File: src/rtl/buf_scanout_ctrl.sv
// buf_scanout_ctrl: read-side scan-out controller for two ping-pong pixel
// frame buffers. Walks the selected buffer in row-major order, emits a
// pixel stream framed by hsync/vsync and releases each buffer back to the
// writer through its empty flag once the scan of that buffer is done.
//
// Optional build macro: REPEAT_FRAME_EN
//   defined   - on underrun the current buffer is rescanned and kept
//   undefined - on underrun the buffer is released and the block idles
//
// Handshake: bufN_full is level-sampled; only a 0->1 transition marks the
// buffer as holding a fresh frame. bufN_empty = 1 means the writer owns
// buffer N; it drops to 0 the cycle a scan of that buffer begins and rises
// again the cycle after the SWAP that hands the buffer back.
//
// Frame timing: VBLANK lasts one cycle less than the blanking period because
// the single-cycle SWAP closes the vertical blanking interval. This keeps the
// frame at (H_ACTIVE+H_BLANK)*(V_ACTIVE+V_BLANK) cycles with back-to-back
// frames. UNDERRUN_MAX is the saturation value of underrun_cnt.
module buf_scanout_ctrl #(
  parameter int          H_ACTIVE     = 100,
  parameter int          V_ACTIVE     = 100,
  parameter int          H_BLANK      = 4,
  parameter int          V_BLANK      = 2,
  parameter int          ADDR_W       = 20,
  parameter logic [15:0] UNDERRUN_MAX = 16'hFFFF
) (
  input  logic              clk,
  input  logic              reset,
  input  logic              buf0_full,
  input  logic              buf1_full,
  input  logic [7:0]        r0,
  input  logic [7:0]        g0,
  input  logic [7:0]        b0,
  input  logic [7:0]        r1,
  input  logic [7:0]        g1,
  input  logic [7:0]        b1,
  output logic              re0,
  output logic              re1,
  output logic [ADDR_W-1:0] rd_addr,
  output logic              buf0_empty,
  output logic              buf1_empty,
  output logic [7:0]        pix_r,
  output logic [7:0]        pix_g,
  output logic [7:0]        pix_b,
  output logic              pix_valid,
  output logic              hsync,
  output logic              vsync,
  output logic              frame_done,
  output logic [15:0]       underrun_cnt
);

  localparam int VB_CYC = V_BLANK * (H_ACTIVE + H_BLANK);

  typedef enum logic [2:0] {IDLE, ACTIVE, HBLANK, VBLANK, SWAP} state_t;

  state_t            state, state_n;
  logic              sel, sel_n;           // current buffer; doubles as last_sel
  logic              ready0, ready1;
  logic              prev0, prev1;
  logic              empty0_n, empty1_n;
  logic              clr0, clr1;
  logic              und_inc;
  logic [ADDR_W-1:0] addr, addr_n;
  logic [15:0]       cnt, cnt_n;
  logic [15:0]       y, y_n;
  logic              re_d1, sel_d1;

  // Moore outputs decoded from the scan state.
  assign re0        = (state == ACTIVE) && !sel;
  assign re1        = (state == ACTIVE) &&  sel;
  assign rd_addr    = (state == ACTIVE) ? addr : '0;
  assign hsync      = (state == HBLANK);
  assign vsync      = (state == VBLANK) || (state == SWAP);
  assign frame_done = (state == SWAP);

  // Next-state, counters, buffer selection and release decisions.
  always_comb begin
    state_n  = state;
    sel_n    = sel;
    addr_n   = addr;
    cnt_n    = cnt;
    y_n      = y;
    empty0_n = buf0_empty;
    empty1_n = buf1_empty;
    clr0     = 1'b0;
    clr1     = 1'b0;
    und_inc  = 1'b0;
    case (state)
      IDLE: begin
        if (ready0 || ready1) begin
          // Alternate when both are ready, otherwise take the ready one.
          sel_n   = (ready0 && ready1) ? ~sel : ready1;
          state_n = ACTIVE;
          addr_n  = '0;
          cnt_n   = '0;
          y_n     = '0;
          if (sel_n) begin
            clr1     = 1'b1;
            empty1_n = 1'b0;
          end else begin
            clr0     = 1'b1;
            empty0_n = 1'b0;
          end
        end
      end
      ACTIVE: begin
        addr_n = addr + ADDR_W'(1);
        if (cnt == 16'(H_ACTIVE - 1)) begin
          cnt_n   = '0;
          state_n = HBLANK;
        end else begin
          cnt_n = cnt + 16'd1;
        end
      end
      HBLANK: begin
        if (cnt == 16'(H_BLANK - 1)) begin
          cnt_n   = '0;
          y_n     = y + 16'd1;
          state_n = ((y + 16'd1) < 16'(V_ACTIVE)) ? ACTIVE : VBLANK;
        end else begin
          cnt_n = cnt + 16'd1;
        end
      end
      VBLANK: begin
        if (cnt == 16'(VB_CYC - 2)) begin
          cnt_n   = '0;
          state_n = SWAP;
        end else begin
          cnt_n = cnt + 16'd1;
        end
      end
      SWAP: begin
        addr_n = '0;
        cnt_n  = '0;
        y_n    = '0;
        if (sel ? ready0 : ready1) begin
          sel_n   = ~sel;
          state_n = ACTIVE;
          if (sel) begin
            empty1_n = 1'b1;
            empty0_n = 1'b0;
            clr0     = 1'b1;
          end else begin
            empty0_n = 1'b1;
            empty1_n = 1'b0;
            clr1     = 1'b1;
          end
        end else begin
          und_inc = 1'b1;
`ifdef REPEAT_FRAME_EN
          state_n = ACTIVE;
`else
          state_n = IDLE;
          if (sel) empty1_n = 1'b1;
          else     empty0_n = 1'b1;
`endif
        end
      end
      default: state_n = IDLE;
    endcase
  end

  // Control state: FSM, counters, ready edge detectors, empty flags.
  always_ff @(posedge clk) begin
    if (reset) begin
      state        <= IDLE;
      sel          <= 1'b1;
      ready0       <= 1'b0;
      ready1       <= 1'b0;
      prev0        <= 1'b1;
      prev1        <= 1'b1;
      buf0_empty   <= 1'b1;
      buf1_empty   <= 1'b1;
      addr         <= '0;
      cnt          <= '0;
      y            <= '0;
      underrun_cnt <= '0;
    end else begin
      state      <= state_n;
      sel        <= sel_n;
      prev0      <= buf0_full;
      prev1      <= buf1_full;
      ready0     <= (ready0 | (buf0_full & ~prev0)) & ~clr0;
      ready1     <= (ready1 | (buf1_full & ~prev1)) & ~clr1;
      buf0_empty <= empty0_n;
      buf1_empty <= empty1_n;
      addr       <= addr_n;
      cnt        <= cnt_n;
      y          <= y_n;
      if (und_inc && (underrun_cnt != UNDERRUN_MAX))
        underrun_cnt <= underrun_cnt + 16'd1;
    end
  end

  // Read pipeline: data returns one cycle after re, registered the next.
  always_ff @(posedge clk) begin
    if (reset) begin
      re_d1     <= 1'b0;
      sel_d1    <= 1'b0;
      pix_valid <= 1'b0;
      pix_r     <= '0;
      pix_g     <= '0;
      pix_b     <= '0;
    end else begin
      re_d1     <= re0 | re1;
      sel_d1    <= sel;
      pix_valid <= re_d1;
      if (re_d1) begin
        pix_r <= sel_d1 ? r1 : r0;
        pix_g <= sel_d1 ? g1 : g0;
        pix_b <= sel_d1 ? b1 : b0;
      end
    end
  end

endmodule

File: config.mk
export PLATFORM = sky130hd
export DESIGN_NAME = buf_scanout_ctrl
export DESIGN_NICKNAME = d
export VERILOG_FILES = /design/src/rtl/buf_scanout_ctrl.sv
export SDC_FILE = /design/constraint.sdc
export NUM_CORES = 1
export LEC_CHECK = 0
export CAP_MARGIN = 20
export CORE_ASPECT_RATIO = 1.2
export CORE_UTILIZATION = 54
export CTS_CLUSTER_DIAMETER = 150
export DETAILED_ROUTE_END_ITERATION = 8
export GPL_ROUTABILITY_DRIVEN = 0
export PLACE_DENSITY = 0.94
export SYNTH_ARGS = -nofsm -noshare
export SYNTH_HDL_FRONTEND = slang
export SYNTH_SLANG_ARGS = --single-unit
File: constraint.sdc
create_clock -name clk -period 6.55 [get_ports clk]
set_clock_uncertainty 0.2 [all_clocks]
set_input_delay 1.6375 -clock clk [delete_from_list [all_inputs] [get_ports clk]]
set_output_delay 1.6375 -clock clk [all_outputs]
set_load 0.01 [all_outputs]
==> flow_summary_export.csv <==
group,metric,value,unit
critical_path,critPathLaunchType,"flop",
power,ir_drop,0.137,mV
flow_run,drv_cap,0,
power,p_clk_share,35.2,%
route,dr.pass1.iters,4,
sta,slew_headroom,33.0,%
layout,multi_input_area,2930,um^2
hold_path,hold_path.class,"reg -> reg",
clock_tree,cts_tree,"built",
sta,post-route-min-period,4.31,ns
grt,grt_usage,24.7,%
critical_path,cp_num_buf_inv,2,
clock_tree,cts-resized-gates,0,
critical_path,worstSetupPathType,"reg -> out",
critical_path,crit_fanout,24,
critical_path,worst-r2r-setup-slack,3.81,ns
power,combPwrFrac,16.9,%
logic_synthesis,synth-seq-cells,105,
clock_tree,cts_buffer_depth,2,
grt,grt_max_degree,75,
floorplan,ios,120,
critical_path,r2r-end,"y[12]",
power,p_leak,2.40,nW
logic_synthesis,syn_nets,680,
logic_synthesis,synthArstFlopShare,0,%
route,wl,12600,um
sta,final.period_utilization,65.8,%
route,wl_per_cell,14.8,um
logic_synthesis,netlist_instances,623,
grt,antenna_found_initial,0,
logic_synthesis,ys_seq_area_share,40.2,%
floorplan,die_x,91.9,um
route,vias,4881,
route,drtIter0Drc,333,
layout,fin_util,71.1,%
grt,grt.overflow.total,0,
power,p_int,0.00105,W
power,seq_power_share,47.9,%
grt,grt_pass1_wl,20300,um
critical_path,r2r_start,"cnt[0]",
logic_synthesis,syn_avg_cell_area,8.40,um^2
critical_path,cp.arrival,2.47,ns
clock_tree,cts.sinks,105,
layout,final_cell_mix,"clkdlybuf4s50_1, nor2_1, dfxtp_1",
sta,setup_viol,0,
clock_tree,clk_latency,0.35,ns
critical_path,slowest_stage,"nor3_4",
floorplan,dieArea,10100,um^2
grt,grt_pass1_vias,4560,
critical_path,critPathCaptureType,"output pin",
sta,hold_viol_final,0,
layout,final_common_cell,"clkdlybuf4s50_1",
hold_path,min_from,"pix_r[0]",
floorplan,dieHeight,110,um
logic_synthesis,ys_warn_count,0,
place,io_buffers,119,
layout,design_area,6730,um^2
hold_path,hold_path_depth,2,
sta,rsz0062_at_grt,"false",
route,drc_errors,0,
place,hpwl,8820,um
clock_tree,cts_root_buffer,"clkbuf_16",
layout,regArea,2100,um^2
logic_synthesis,syn_area,5230,um^2
logic_synthesis,synth-edff-count,0,
place,placed_cell_area,6450,um^2
hold_path,min_to,"pix_r[0]",
critical_path,critPathTopFamily,"simple AND/OR/NAND/NOR gates",
clock_tree,cts_max_level,3,
layout,drive_above_1_share,6.05,%
critical_path,cpPeakStageDelay,0.64,ns
clock_tree,cts_setup_buffers,0,
layout,n_antenna_cell,0,
logic_synthesis,ys.flop_type,"dfxtp_1",
critical_path,required,4.71,ns
sta,tightest_slew,1.00,ns
floorplan,initial_utilization,55.3,%
layout,nets,780,
power,power_density,214,nW/um^2
power,total_power,0.00144,W
clock_tree,cts_buffers,9,
run_status,status,"finished clean",
floorplan,row_count,39,
route,ant_nets,0,
layout,fillers,674,
route,drt-vias-per-instance,5.74,
clock_tree,hold_buffers,0,
critical_path,crit_chain,"inv_2 -> nor3_4 -> and2_1 -> clkdlybuf4s50_1",
sta,clock.fmax,232,MHz
logic_synthesis,ys_types,63,
power,swShare,27.5,%
sta,tns,0,ns
critical_path,reg2regPathDepth,6,
layout,syn_to_final_growth,28.5,%
sta,drv_slew,0,
floorplan,core-area,9470,um^2
clock_tree,path_clk_slew,0.07,ns
power,power_switching,0.000397,W
-- final cells by class --
type / count / area share (%)
inverters: 14 / 0.781
flip-flops and latches: 105 / 31.2
well taps: 123 / 2.29
clock inverters: 6 / 0.800
clock buffers: 9 / 3.35
repair buffers: 122 / 18.0
multi-input cells: 471 / 43.6
-- power groups by stage --
stage | clock network (W) | logic [W] | registers, W
floorplan | 0 | 0.000139 | 0.000707
global placement | 0 | 0.000230 | 0.000701
detailed placement | 0 | 0.000241 | 0.000704
CTS | 0.000517 | 0.000245 | 0.000690
global route | 0.000539 | 0.000266 | 0.000694
finish | 0.000508 | 0.000244 | 0.000691
-- worst max path at each step --
stage | start | endpoint | slack, ns | cells past startpoint
2_1_floorplan | state[0] | rd_addr[2] | 3.41 | 4
3_3_place_gp | state[0] | rd_addr[5] | 2.76 | 4
3_5_place_dp | state[0] | rd_addr[17] | 2.62 | 4
4_1_cts | state[0] | rd_addr[17] | 2.25 | 4
5_1_grt | state[0] | rd_addr[17] | 2.10 | 4
6_report | state[0] | rd_addr[11] | 2.24 | 4
-- worst min-delay path: stages, from the launching register on --
cell      delay, ns
dfxtp_1        0.31
nor2_1         0.08
a211oi_1       0.05
-- state kept, by name (all words and copies together), names as in the netlist --
name and cells:
underrun_cnt 16, buf0_empty 1, y 16, buf1_empty 1, prev1 1, sel 1, ready1 1, ready0 1
prev0 1, sel_d1 1, pix_r 8, pix_b 8, addr 20, cnt 16, re_d1 1, pix_g 8
pix_valid 1, state 3
-- routing by layer --
layer  share of wire (%)  up-vias  global-route usage (%)
met3                 4.4       18                    4.01
li1                    -     2381                       -
met2                  52      137                    46.1
met4                 1.6        0                    9.26
met1                  42     2345                    28.4
met5                   0        -                       0
-- synth_stat cells (3+ instances only) --
| cell type | count | area [um^2] |
|---|---|---|
| buf_1 | 5 | 18.8 |
| and3_1 | 13 | 81.3 |
| a21oi_1 | 28 | 140 |
| xor2_1 | 20 | 175 |
| a211oi_1 | 27 | 203 |
| clkbuf_1 | 18 | 67.6 |
| a21o_2 | 4 | 35.0 |
| nand3_1 | 26 | 130 |
| and4_1 | 7 | 61.3 |
| mux2i_1 | 26 | 260 |
| inv_1 | 12 | 45.0 |
| or3_1 | 6 | 37.5 |
| buf_2 | 7 | 35.0 |
| o21ai_0 | 17 | 85.1 |
| a211o_1 | 3 | 26.3 |
| nor3_1 | 14 | 70.1 |
| a31oi_1 | 4 | 25.0 |
| nand4_1 | 14 | 87.6 |
| ha_1 | 5 | 62.6 |
| nand3b_1 | 5 | 37.5 |
| nor4_1 | 4 | 25.0 |
| dfxtp_1 | 105 | 2100 |
| nor2_1 | 111 | 417 |
| xnor2_1 | 25 | 219 |
| or2_2 | 6 | 37.5 |
| and2_1 | 22 | 138 |
| nand2_1 | 44 | 165 |
-- cell families (layout without fill, tap and decap cells) --
| kind of cell | Yosys count | after routing | synth area share, % |
|---|---|---|---|
| AND/OR/NAND/NOR | 288 | 288 | 27.7 |
| AO/OA/AOI/OAI | 107 | 107 | 14.7 |
| flip-flops | 105 | 105 | 40.2 |
| buffers and inverters | 47 | 151 | 3.82 |
| XOR/XNOR | 45 | 45 | 7.53 |
| multiplexers | 26 | 26 | 4.97 |
| adder cells (fa/ha/maj) | 5 | 5 | 1.20 |
-- stage by stage --
| stage | std cells | setup slack (ns) | hold WS (ns) |
|---|---|---|---|
| floorplan | 623 | 3.41 | 0.254 |
| global placement | 835 | 2.76 | 0.266 |
| detailed placement | 835 | 2.62 | 0.279 |
| CTS | 850 | 2.25 | 0.290 |
| global route | 850 | 2.10 | 0.325 |
| finish | 850 | 2.24 | 0.288 |
No activity file was read; power rests on OpenSTA's default activity.
